File: config.mk
export PLATFORM = sky130hd
export DESIGN_NAME = msb_detect_pipe
export DESIGN_NICKNAME = d
export VERILOG_FILES = /design/src/rtl/msb_detect_pkg.sv /design/src/rtl/msb_chunk_enc.sv /design/src/rtl/msb_detect_pipe.sv
export SDC_FILE = /design/constraint.sdc
export NUM_CORES = 1
export LEC_CHECK = 0
export BUFFER_PORTS_ARGS = -buffer_cell sky130_fd_sc_hd__buf_2
export CAP_MARGIN = 20
export CORE_MARGIN = 4
export CORE_UTILIZATION = 50
export DETAILED_ROUTE_END_ITERATION = 10
export MAX_ROUTING_LAYER = met4
export PLACE_DENSITY = 0.85
export SYNTH_ARGS = -nofsm -noshare
export SYNTH_HDL_FRONTEND = slang
export SYNTH_HIERARCHICAL = 1
export SYNTH_SLANG_ARGS = --single-unit
File: constraint.sdc
create_clock -name clk -period 1.93 [get_ports clk]
set_clock_uncertainty 0.15 [all_clocks]
set_input_delay 0 -clock clk [delete_from_list [all_inputs] [get_ports clk]]
set_output_delay 0 -clock clk [all_outputs]
set_load 0.02 [all_outputs]
File: src/rtl/msb_detect_pkg.sv
// Shared constants and helpers for the pipelined MSB/LSB locator.
package msb_detect_pkg;

  localparam logic MODE_MSB = 1'b0;
  localparam logic MODE_LSB = 1'b1;

  // Elaboration-time ceil(log2); returns 0 for value <= 1.
  function automatic int clog2(input int value);
    int r;
    r = 0;
    for (int i = 0; i < 31; i++) begin
      if ((1 << i) < value) r = i + 1;
    end
    return r;
  endfunction

endpackage

File: src/rtl/msb_chunk_enc.sv
// Combinational N-bit priority encoder: index of the highest (MSB mode) or
// lowest (LSB mode) set bit, plus a nonzero flag.
module msb_chunk_enc
  import msb_detect_pkg::*;
#(
  parameter int N  = 8,
  parameter int IW = clog2(N)
) (
  input  logic [N-1:0]  bits,
  input  logic          mode,
  output logic          nonzero,
  output logic [IW-1:0] idx
);

  // Scan order is chosen so the last match wins: upward for MSB, downward for LSB.
  always_comb begin
    idx     = '0;
    nonzero = |bits;
    if (mode == MODE_MSB) begin
      for (int i = 0; i < N; i++) begin
        if (bits[i]) idx = IW'(i);
      end
    end else begin
      for (int i = N - 1; i >= 0; i--) begin
        if (bits[i]) idx = IW'(i);
      end
    end
  end

endmodule

File: src/rtl/msb_detect_pipe.sv
// Two-stage valid/ready MSB/LSB locator: S1 encodes each LANE-bit chunk,
// S2 picks the winning chunk and forms {chunk_index, local_index}.
module msb_detect_pipe
  import msb_detect_pkg::*;
#(
  parameter int WIDTH = 32,
  parameter int LANE  = 8,
  parameter int POS_W = clog2(WIDTH)
) (
  input  logic             clk,
  input  logic             rst_n,
  input  logic             in_valid,
  output logic             in_ready,
  input  logic [WIDTH-1:0] input_num,
  input  logic             in_mode,
  output logic             out_valid,
  input  logic             out_ready,
  output logic [POS_W-1:0] output_pos,
  output logic             out_zero,
  output logic             out_mode
);

  localparam int NCH = WIDTH / LANE;
  localparam int LW  = clog2(LANE);

  logic [NCH-1:0]         lane_nz;
  logic [NCH-1:0][LW-1:0] lane_idx;

  logic                   s1_valid;
  logic [NCH-1:0]         s1_nz;
  logic [NCH-1:0][LW-1:0] s1_idx;
  logic                   s1_mode;

  logic                   s1_advance;
  logic                   s2_advance;
  logic [POS_W-1:0]       s2_pos;
  logic                   s2_zero;

  assign s2_advance = !out_valid || out_ready;
  assign s1_advance = !s1_valid || s2_advance;
  assign in_ready   = !s1_valid || s1_advance;

  for (genvar c = 0; c < NCH; c++) begin : g_lane
    msb_chunk_enc #(.N(LANE)) u_lane_enc (
      .bits    (input_num[c*LANE +: LANE]),
      .mode    (in_mode),
      .nonzero (lane_nz[c]),
      .idx     (lane_idx[c])
    );
  end

  // Chunk selection reuses the encoder on the per-chunk nonzero vector.
  if (NCH > 1) begin : g_sel
    localparam int CW = clog2(NCH);
    logic          any_nz;
    logic [CW-1:0] sel;

    msb_chunk_enc #(.N(NCH)) u_sel_enc (
      .bits    (s1_nz),
      .mode    (s1_mode),
      .nonzero (any_nz),
      .idx     (sel)
    );

    assign s2_zero = !any_nz;
    assign s2_pos  = any_nz ? {sel, s1_idx[sel]} : '0;
  end else begin : g_single
    assign s2_zero = !s1_nz[0];
    assign s2_pos  = s1_nz[0] ? s1_idx[0] : '0;
  end

  always_ff @(posedge clk or negedge rst_n) begin
    if (!rst_n) begin
      s1_valid   <= 1'b0;
      out_valid  <= 1'b0;
      output_pos <= '0;
      out_zero   <= 1'b0;
      out_mode   <= MODE_MSB;
    end else begin
      if (s1_advance) s1_valid <= in_valid;
      if (s2_advance) out_valid <= s1_valid;
      if (s1_valid && s2_advance) begin
        output_pos <= s2_pos;
        out_zero   <= s2_zero;
        out_mode   <= s1_mode;
      end
    end
  end

  // Stage-1 payload carries no reset; only the valid bit matters.
  always_ff @(posedge clk) begin
    if (in_valid && in_ready) begin
      s1_nz   <= lane_nz;
      s1_idx  <= lane_idx;
      s1_mode <= in_mode;
    end
  end

endmodule

### Word-level counts from Yosys, hierarchy flattened

Index checks and enable logic that the tools add are counted.
Widths: inputs -> output; s select.

* register bits: 26
* input bits: 37
* word-level logic and storage cells: 100

* $lt $le $gt $ge: 1
* mux-type cells: 75
* reductions and logical operators: 13

Operators by type and width (count)
* $mux 3: 53
* $reduce_or 8->1: 4
* $mux 2: 15
* $bmux 3 s2: 1
* $mux 1: 5
* $mux 5: 1
* $reduce_or 4->1: 1
* $logic_not 1->1: 3
* $logic_or 1x1->1: 3
* $lt 2x3->1 const B: 1
* $logic_and 1x1->1: 2

### Depth between registers and ports, before layout

Gate-level depths: netlist of the first run.

* word-level depth: 9
* mapped depth: 5

### Cells and area by module

The synthesis of the first run kept the hierarchy.

By module, submodules not included
* msb_detect_pipe: instances 1, cells an instance 50, area an instance 924.6 µm²
* msb_chunk_enc (g_lane[0].u_lane_enc ...): instances 4, cells an instance 21, area an instance 123.9 µm²
* msb_chunk_enc (g_sel.u_sel_enc): instances 1, cells an instance 8, area an instance 47.5 µm²

### Least setup slack after synthesis of the first run

No wires, ideal clock.

* kind: flip-flop to flip-flop
* from: register out_valid
* to: register s1_idx[0] (netlist name) (enable)
* library setup time: 0.375 ns
* arrival time: 1.332 ns
* required time: 1.405 ns
* path slack: 0.073 ns
* stages on the path, launching flop included: 4
* path buffers: 0
* clock period less this slack: 1.857 ns
* path through: dfrtp_1 nor2b_1 nand2_1 and2_1

* longest elaborated chain between the ends: 5

RTL lines
* start: declaration: line msb_detect_pipe.sv:16 `output logic out_valid,`
* start signal: assignment: line msb_detect_pipe.sv:81 `if (s2_advance) out_valid <= s1_valid;`
* $logic_not 1->1: line msb_detect_pipe.sv:39 `assign s2_advance = !out_valid || out_ready;`
* $logic_or 1x1->1: line msb_detect_pipe.sv:39
* $logic_or 1x1->1: line msb_detect_pipe.sv:40 `assign s1_advance = !s1_valid || s2_advance;`
* $logic_or 1x1->1: line msb_detect_pipe.sv:41 `assign in_ready = !s1_valid || s1_advance;`
* named net in_ready: line msb_detect_pipe.sv:13 `output logic in_ready,`
* $logic_and 1x1->1: line msb_detect_pipe.sv:92 `if (in_valid && in_ready) begin`
* end signal: assignment: line msb_detect_pipe.sv:94 `s1_idx <= lane_idx;`
* end: declaration: line msb_detect_pipe.sv:31 `logic [NCH-1:0][LW-1:0] s1_idx;`

The timed path passes the listed nets, and every way through them passes these cells.
A chain may end at the register's enable or synchronous reset.

### Worst setup path in the final report of the first run

* from: register s1_nz[2]
* to: register output_pos[2]

* longest elaborated chain between the ends: 7
* elaborated cells on any way between the ends: 10
* those cells by class: mux: 9; reduce/logical: 1

RTL lines
* start: declaration: line msb_detect_pipe.sv:30 `logic [NCH-1:0] s1_nz;`
* start signal: assignment: line msb_detect_pipe.sv:93 `s1_nz <= lane_nz;`
* $mux 2 (3 in a row): line msb_chunk_enc.sv:25 `if (bits[i]) idx = IW'(i);`
* $mux 2 *: line msb_chunk_enc.sv:19 `if (mode == MODE_MSB) begin`
* named net g_sel.sel[0]: line msb_detect_pipe.sv:56 `logic [CW-1:0] sel;`
* $bmux 3 s2 *: line msb_detect_pipe.sv:66 `assign s2_pos = any_nz ? {sel, s1_idx[sel]} : '0;`
* $mux 3 (implied by the code) *: line msb_detect_pipe.sv:66
* $mux 5 *: line msb_detect_pipe.sv:66
* end signal: assignment: line msb_detect_pipe.sv:83 `output_pos <= s2_pos;`
* end: declaration: line msb_detect_pipe.sv:18 `output logic [POS_W-1:0] output_pos,`

The timed path passes the listed nets; every way through them passes the cells marked *. The select of a mux whose other input is x is not followed.

==> qor.yml, run 1 <==
outcome:
  outcome: "finished with violations"
  violations: "negative hold slack"
global_route:
  grt_use_met3_pct: 3.604
  grt_pass1_wl_mm: 6.320
  grt_pass1_vias: 1465
  antenna_found_initial: 0
  gr-total-overflow: 0
  gr-usage-met2_pct: 35.23
  grt_use_met1_pct: 22.49
  busiest_layer: "met2"
  grtUsageTotal_pct: 20.01
  grt_max_degree: 22
power_and_ir_drop:
  p_leak_nw: 0.8993
  powerDensity_mw_per_mm2: 581.4
  power_mw: 1.244
  ir_drop_mv: 0.6209
setup_path:
  cp_max_fo: 4
  worstSetupPathType: "flop to flop"
  critPathRequiredTime_ns: 1.98
  arrival_ns: 1.85
  r2r_setup_slack_ns: 0.13
  rr_endpoint: "output_pos[2]"
  endpoint_kind: "flop"
  cp-start-kind: "flop"
  r2r_cells: 4
  r2r_start: "s1_nz[2]"
synthesis:
  synth_top_family_by_area: "compound AO/OA/AOI/OAI gates"
  synthSimpleGateAreaFrac_pct: 13.81
  synthFlopType: "edfxtp_1"
  synth_compound_area_share_pct: 27.88
  synth-seq-area-share_pct: 50.13
  synthMuxAreaShare_pct: 5.371
  yosysUniqueCellTypes: 27
  syn_area_per_cell_um2: 10.34
  synthAdderAreaFrac_pct: 0
  synth_seq_cells: 26
  syn_nets: 179
  async_flop_share_pct: 34.62
  syn_area_mm2: 0.001468
  synthCells: 142
  yosysWarnings: 6
  synth_edf_count: 17
  synthXorXnorAreaFrac_pct: 0
timing:
  relSlewSlack_pct: 53.62
  whs_ns: -0.003753
  hold_viol_final: 1
  fmax_ghz: 0.5555
  rsz0062_at_grt: "no"
  finalSetupViolCount: 0
  drv_slew: 0
  fin_crit_sh_pct: 93.28
  min_period_ns: 1.800
  tightestPinTransition_ns: 0.6956
  tns_ns: 0
  setup_ws_ns: 0.1298
place:
  dp_hpwl_mm: 2.577
  place_ws_ns: 0.1641
  dpl-instance-area_mm2: 0.001732
  portBuffers: 45
  gp_congestion: 0.8347
  dp_cells: 218
clock_network:
  clkSinkCount: 26
  worstSkewPairLatency_ns: 0.31
  cts_max_path_buffers: 2
  cts_made_buffers: 3
  cts_tree: "built"
  path_clk_slew_ns: 0.13
  cts.htree.levels: 1
  cts_root_buffer: "clkbuf_4"
layout:
  final_util_pct: 76.92
  layout_common_cells: "buf_2, dlygate4sd3_1, a21oi_1, edfxtp_1, nor2_1"
  drive_gt1_share_pct: 29.26
  layout_commonest_cell: "buf_2"
  fin_nets: 267
  n_antenna_cell: 0
  area_growth_syn_to_layout_pct: 45.78
  final_cells: 260
  final_cell_area_mm2: 0.002140
route:
  first_iter_violations: 93
  finalWirelength_mm: 3.713
  routedWlPerCell_um: 14.28
  post-route-drc-count: 0
  dr.pass1.iters: 4
  avgViaCountPerCell: 5.773
  ant_nets: 0
  vias: 1501
floorplan:
  initial_utilization_pct: 52.77
  die-area_mm2: 0.003866
  die_height_um: 62.18
  rows: 19
  ios: 46
  die_w_um: 62.18
  core_mm2: 0.002781
hold_path:
  hp-class: "primary input to flop"
  min_from: "input_num[7]"
  holdPathEnd: "s1_idx[1]"
  whs_path_depth: 3
run:
  max_cap_violations: 0
[power by group]
| part | switching (mW) | total, mW | leakage (nW) | internal [mW] |
|---|---|---|---|---|
| Combinational | 0.180 | 0.351 | 0.624 | 0.171 |
| Clock | 0.146 | 0.221 | 0.0154 | 0.0754 |
| Sequential | 0.0219 | 0.671 | 0.260 | 0.649 |
| Total | 0.348 | 1.24 | 0.899 | 0.896 |
[cell usage after synthesis (6+ instances only)]
master	number	area [um^2]
o21ai_0	7	35.03
nor2_1	16	60.06
edfxtp_1	17	510.5
o31a_1	8	70.07
nand2b_1	6	37.54
nand2_1	9	33.78
a21oi_1	18	90.09
dfrtp_1	9	225.2
[metal layers]
layer / vias up / wire length (um)
met1: 696 / 1457
met3: 10 / 211
met2: 66 / 1980
li1: 729 / -
met5: - / 0
met4: 0 / 64
[final cells by class]
| cell class | instances | area (um^2) |
|---|---|---|
| Clock inverter | 1 | 3.754 |
| Inverter | 11 | 41.29 |
| Tap cell | 31 | 38.79 |
| Clock buffer | 3 | 22.52 |
| Sequential cell | 26 | 735.7 |
| Multi-Input combinational cell | 105 | 694.4 |
| Timing Repair Buffer | 83 | 603.1 |
| Fill cell | 166 | 641.9 |
[worst max-delay path: stages (launching register included)]
cell and delay [ns]:
edfxtp_1 0.47, a21oi_1 0.16, o22a_2 0.23, mux4_2 0.51
a22o_1 0.19
[how the worst max path moves through the flow]
stage	slack (ns)	start	end
global placement	0.21	s1_nz[2]	output_pos[1]
CTS	0.14	s1_mode	output_pos[2]
finish	0.13	s1_nz[2]	output_pos[2]
floorplan	0.07	out_valid	s1_idx[0]
detailed placement	0.16	out_valid	s1_idx[7]
global route	0.02	s1_nz[2]	output_pos[1]
[state kept, by name (all words and copies together), names as in the netlist]
name        flops
s1_idx         12
output_pos      5
s1_nz           4
out_mode        1
out_valid       1
out_zero        1
s1_mode         1
s1_valid        1
[kinds of logic (layout without fill, tap and decap cells)]
logic type | count (synthesis) | count (layout)
compound gates | 58 | 58
buf+inv | 11 | 98
flops | 26 | 26
mux | 4 | 4
simple gates | 43 | 43
[repair_timing]
action,4_1_cts,5_1_grt
endpoints found under the setup margin,0,1
setup buffers,0,1
hold endpoints to repair,30,1
resized for setup,0,1
hold buffers,36,1
(Power assumes the default switching activity.)
==> run 2, diff against run 1 <==
--- a/config.mk
+++ b/config.mk
@@ -8,10 +8,10 @@
 export BUFFER_PORTS_ARGS = -buffer_cell sky130_fd_sc_hd__buf_2
 export CAP_MARGIN = 20
 export CORE_MARGIN = 4
-export CORE_UTILIZATION = 50
+export CORE_UTILIZATION = 40
 export DETAILED_ROUTE_END_ITERATION = 10
 export MAX_ROUTING_LAYER = met4
-export PLACE_DENSITY = 0.85
+export PLACE_DENSITY = 0.72
 export SYNTH_ARGS = -nofsm -noshare
 export SYNTH_HDL_FRONTEND = slang
 export SYNTH_HIERARCHICAL = 1
==> run 2 against run 1 <==
  * Worst setup slack lost 0.018 ns
  * First-iteration DRC count decreased by 4.3%
  * Die area up 22%
  * Highest routed layer unchanged
  * The flow now finishes without violations
==> qor.yml, run 2 (same netlist as run 1, synthesis figures left out) <==
outcome:
  outcome: "complete, no violations"
clock_network:
  cts_root_buffer: "clkbuf_8"
  cts_max_path_buffers: 2
  clkSinkCount: 26
  cts.htree.levels: 1
  cts_setup_buffers: 0
  path_clk_slew_ns: 0.08
  cts_made_buffers: 3
  worstSkewPairLatency_ns: 0.26
  cts_tree: "built"
power_and_ir_drop:
  p_int_mw: 0.9578
  swShare_pct: 27.62
  ir_drop_mv: 0.2571
  power_frac_comb_pct: 25.9
  clockPowerShare_pct: 23.2
  p_sw_mw: 0.3655
  powerDensity_mw_per_mm2: 632.2
  p_leak_nw: 0.8727
  seq_power_share_pct: 50.9
setup_path:
  cp-start-kind: "flop"
  r2r_setup_slack_ns: 0.11
  worstSetupPathType: "flop to flop"
  critPathRequiredTime_ns: 1.94
  cp_max_fo: 4
  arrival_ns: 1.82
  endpoint_kind: "flop"
  rr_endpoint: "output_pos[0]"
  r2r_start: "s1_nz[2]"
  r2r_cells: 4
timing:
  finalSetupViolCount: 0
  rsz0062_at_grt: "no"
  fmax_ghz: 0.5500
  relSlewSlack_pct: 72.03
  tightestPinTransition_ns: 0.4196
  drv_slew: 0
  setup_ws_ns: 0.1120
  hold_viol_final: 0
  fin_crit_sh_pct: 94.20
  min_period_ns: 1.818
  whs_ns: 0.01004
  tns_ns: 0
route:
  post-route-drc-count: 0
  finalWirelength_mm: 3.999
  vias: 1477
  avgViaCountPerCell: 5.532
  routedWlPerCell_um: 14.98
  dr.pass1.iters: 4
  ant_nets: 0
  first_iter_violations: 89
layout:
  final_cells: 267
  n_antenna_cell: 0
  final_cell_area_mm2: 0.002093
  largest_reg_flops: 12
  layout_commonest_cell: "buf_2"
  layout_common_cells: "buf_2, dlygate4sd3_1, a21oi_1"
  fin_nets: 259
  drive_gt1_share_pct: 29.86
  area_growth_syn_to_layout_pct: 42.63
  regMostFlops: "s1_idx"
  largestRegisters: "s1_idx x12, output_pos x5, s1_nz x4"
global_route:
  antenna_found_initial: 0
  grt_pass1_vias: 1532
  grt_pass1_wl_mm: 6.561
  grt_max_degree: 22
  gr-total-overflow: 0
  grtUsageTotal_pct: 19.11
place:
  portBuffers: 45
  place_ws_ns: 0.1318
  gp_congestion: 0.9372
  dp_hpwl_mm: 2.825
  dpl-instance-area_mm2: 0.001758
  dp_cells: 234
hold_path:
  hp-class: "primary input to flop"
  holdPathEnd: "s1_idx[8]"
  min_from: "input_num[23]"
  whs_path_depth: 3
floorplan:
  die_height_um: 68.58
  initial_utilization_pct: 42.64
  rows: 21
  die_w_um: 68.58
  ios: 46
  die-area_mm2: 0.004703
  core_mm2: 0.003442
run:
  max_cap_violations: 0
run 2: changes by cell type in the layout (fill, tap and decap cells not counted):
| cell | change |
|---|---|
| dlygate4sd3_1 | -8 |
| clkbuf_1 | +1 |
| a21oi_1 | +1 |
| a21oi_2 | -1 |
| clkbuf_4 | -3 |
| clkinv_1 | -1 |
| clkbuf_8 | +3 |
run 2: power by group through the flow:
stage / clock network (mW) / logic, mW / registers, mW
6_report: 0.307 / 0.342 / 0.674
5_1_grt: 0.328 / 0.376 / 0.679
4_1_cts: 0.313 / 0.337 / 0.674
3_5_place_dp: 0 / 0.295 / 0.686
3_3_place_gp: 0 / 0.280 / 0.683
2_1_floorplan: 0 / 0.135 / 0.710
run 2: worst max path at each step:
stage / end / slack (ns) / from / depth (start not counted)
2_1_floorplan: s1_idx[0] / 0.07 / out_valid / 3
3_3_place_gp: output_pos[1] / 0.21 / s1_nz[2] / 4
3_5_place_dp: output_pos[0] / 0.13 / s1_nz[2] / 4
4_1_cts: output_pos[0] / 0.11 / s1_nz[2] / 4
5_1_grt: s1_nz[2] / 0.002 / input_num[21] / 5
6_report: output_pos[0] / 0.11 / s1_nz[2] / 4
run 2: worst max-delay path, stage by stage (launching register included):
cell and delay [ns]:
edfxtp_1 0.44, a21oi_1 0.17, o22a_2 0.23, mux4_2 0.51, a22o_1 0.21
run 2: area by class of cell:
class                           instances  area (um^2)
Fill cell                             279         1349
Tap cell                               46        57.56
Multi-Input combinational cell        105        690.7
Clock buffer                            4        45.04
Timing Repair Buffer                   75        523.0
Sequential cell                        26        735.7
Inverter                               11        41.29
run 2: per-stage QoR:
stage | power [mW] | util [%]
final | 1.323 | 60.81
after global routing | 1.383 | 60.81
after CTS | 1.324 | 60.81
after detailed placement | 0.9810 | 51.07
after global placement | 0.9631 | 51.07
after floorplan | 0.8448 | -
run 2: metal layers:
layer	routed length (um)	up-vias	track usage [%]
met1	1465	704	19.65
met2	2208	58	36.83
met3	231	10	1.783
met5	0	-	-
li1	-	705	-
met4	93	0	7.444
run 2: what timing repair did:
action                     4_1_cts  5_1_grt
resized for setup                0        0
setup endpoints to repair        0        0
hold endpoints to repair        22        0
hold buffers                    29        0
==> run 3, diff against run 2 <==
--- a/config.mk
+++ b/config.mk
@@ -11,7 +11,7 @@
 export CORE_UTILIZATION = 40
 export DETAILED_ROUTE_END_ITERATION = 10
 export MAX_ROUTING_LAYER = met4
-export PLACE_DENSITY = 0.72
+export PLACE_DENSITY = 0.75
 export SYNTH_ARGS = -nofsm -noshare
 export SYNTH_HDL_FRONTEND = slang
 export SYNTH_HIERARCHICAL = 1
==> constraint.sdc (replaced) <==
create_clock -name clk -period 1.5 [get_ports clk]
set_clock_uncertainty 0.15 [all_clocks]
set_input_delay 0 -clock clk [delete_from_list [all_inputs] [get_ports clk]]
set_output_delay 0 -clock clk [all_outputs]
set_load 0.02 [all_outputs]
==> run 3 against run 2 <==
  * The run now ends with negative setup slack left
  * Via count grew 2.8%
  * Power up 31%
  * Global-route usage is 0.41 points higher
  * Sequential share of layout area down 1.9 points
  * Register-to-register slack worse by 0.42 ns
  * Clock power grew 29%
  * Maximum frequency grew 0.61%
  * Utilization increased by 3.5 points
  * Critical path depth unchanged
  * Critical path type unchanged
  * Critical endpoint unchanged
==> qor.yml, run 3 (same netlist as run 1, synthesis figures left out) <==
outcome:
  outcome: "finished with violations"
  violations: "negative setup slack"
setup_path:
  critPathRequiredTime_ns: 1.52
  cp_max_fo: 4
  arrival_ns: 1.83
  endpoint_kind: "flop"
  worstSetupPathType: "flop to flop"
  cp-start-kind: "flop"
clock_network:
  clkSinkCount: 26
  cts_made_buffers: 3
  cts_tree: "built"
  cts.htree.levels: 1
  cts_root_buffer: "clkbuf_8"
  cts_max_path_buffers: 2
  path_clk_slew_ns: 0.09
  worstSkewPairLatency_ns: 0.27
power_and_ir_drop:
  power_mw: 1.735
  powerDensity_mw_per_mm2: 783.3
  ir_drop_mv: 0.3477
  p_leak_nw: 0.9023
global_route:
  grt_pass1_wl_mm: 6.589
  grt_max_degree: 22
  grtUsageTotal_pct: 19.52
  antenna_found_initial: 0
  grt_pass1_vias: 1511
  gr-total-overflow: 0
layout:
  multi_input_area_um2: 711.9
  register_area_um2: 735.7
  fin_nets: 270
  fillers: 256
  largest_reg_flops: 12
  regMostFlops: "s1_idx"
  largestRegisters: "s1_idx x12, output_pos x5, s1_nz x4"
  layout_commonest_cell: "buf_2"
  drive_gt1_share_pct: 33.19
  layout_common_cells: "buf_2, dlygate4sd3_1, edfxtp_1"
  final_util_pct: 64.34
  area_growth_syn_to_layout_pct: 50.89
  n_antenna_cell: 0
floorplan:
  initial_utilization_pct: 42.64
  ios: 46
  die_w_um: 68.58
  die-area_mm2: 0.004703
  core_mm2: 0.003442
  rows: 21
  die_height_um: 68.58
route:
  dr.pass1.iters: 4
  post-route-drc-count: 0
  vias: 1518
  first_iter_violations: 44
  wl_met2_mm: 2.213
  maxUsedRoutingLayer: "met4"
  finalWirelength_mm: 4.182
  routedWlPerCell_um: 15.04
  ant_nets: 0
  avgViaCountPerCell: 5.460
  wl_met3_um: 228
  drt-met1-wl_mm: 1.562
timing:
  drv_slew: 0
  relSlewSlack_pct: 72.44
  rsz0062_at_grt: "yes"
  tightestPinTransition_ns: 0.4096
  min_period_ns: 1.807
  hold_viol_final: 0
  finalSetupViolCount: 6
  setup_ws_ns: -0.3070
  fin_crit_sh_pct: 120.5
  fmax_ghz: 0.5534
place:
  dp_hpwl_mm: 2.635
  gp_congestion: 0.8268
  portBuffers: 45
hold_path:
  hp-class: "primary input to flop"
run:
  max_cap_violations: 0
## run 3: cell type report
cell class | count | share of cell area, %
Clock buffer | 4 | 2.034
Tap cell | 46 | 2.599
Inverter | 11 | 1.864
Multi-Input combinational cell | 105 | 32.15
Timing Repair Buffer | 86 | 28.14
Sequential cell | 26 | 33.22
## run 3: what timing repair did
item,in CTS,in global routing
setup buffers,1,0
endpoints found under the setup margin,3,7
resized for setup,4,3
pin swaps,2,1
hold buffers,36,0
endpoints found under the hold margin,24,0
## run 3: path summary, 6_finish.rpt
kind	start	endpoint	slack, ns	depth (start not counted)
max	s1_nz[2]	output_pos[0]	-0.31	4
min	in_mode	s1_mode	0.04	1
max reg2reg	s1_nz[2]	output_pos[0]	-0.31	4
min reg2reg	output_pos[0]	output_pos[0]	0.36	1
max in group asynchronous	rst_n	s1_valid	0.35	3
min in group asynchronous	rst_n	output_pos[0]	0.56	3
## run 3: stage by stage
stage | TNS [ns] | std cells | hold WS, ns | setup slack [ns] | instance area, um^2
after floorplan | -1.824 | 142 | -0.4456 | -0.1842 | 1470
after global placement | -0.6691 | 237 | -0.2934 | -0.2251 | 1783
after detailed placement | -0.9194 | 237 | -0.2900 | -0.3163 | 1783
after CTS | -0.9696 | 278 | 0.03685 | -0.3005 | 2208
after global routing | -1.432 | 278 | 0.05065 | -0.3852 | 2215
final | -1.092 | 278 | 0.03971 | -0.3070 | 2215
## run 3: per-layer routing
metal	vias up	global-route usage [%]
met2	66	35.76
met4	0	10.92
met5	-	-
met3	23	2.431
met1	700	19.92
li1	729	-
## run 3: power by group
group | total [mW] | internal [mW] | switching, mW
Sequential | 0.867 | 0.836 | 0.0314
Clock | 0.397 | 0.190 | 0.207
Combinational | 0.470 | 0.232 | 0.238
## run 3: worst max-delay path, cell delays in order, from the launching register on
cell and delay (ns):
edfxtp_1 0.45, a21oi_2 0.16, o22a_2 0.23, mux4_2 0.53, a22o_1 0.19
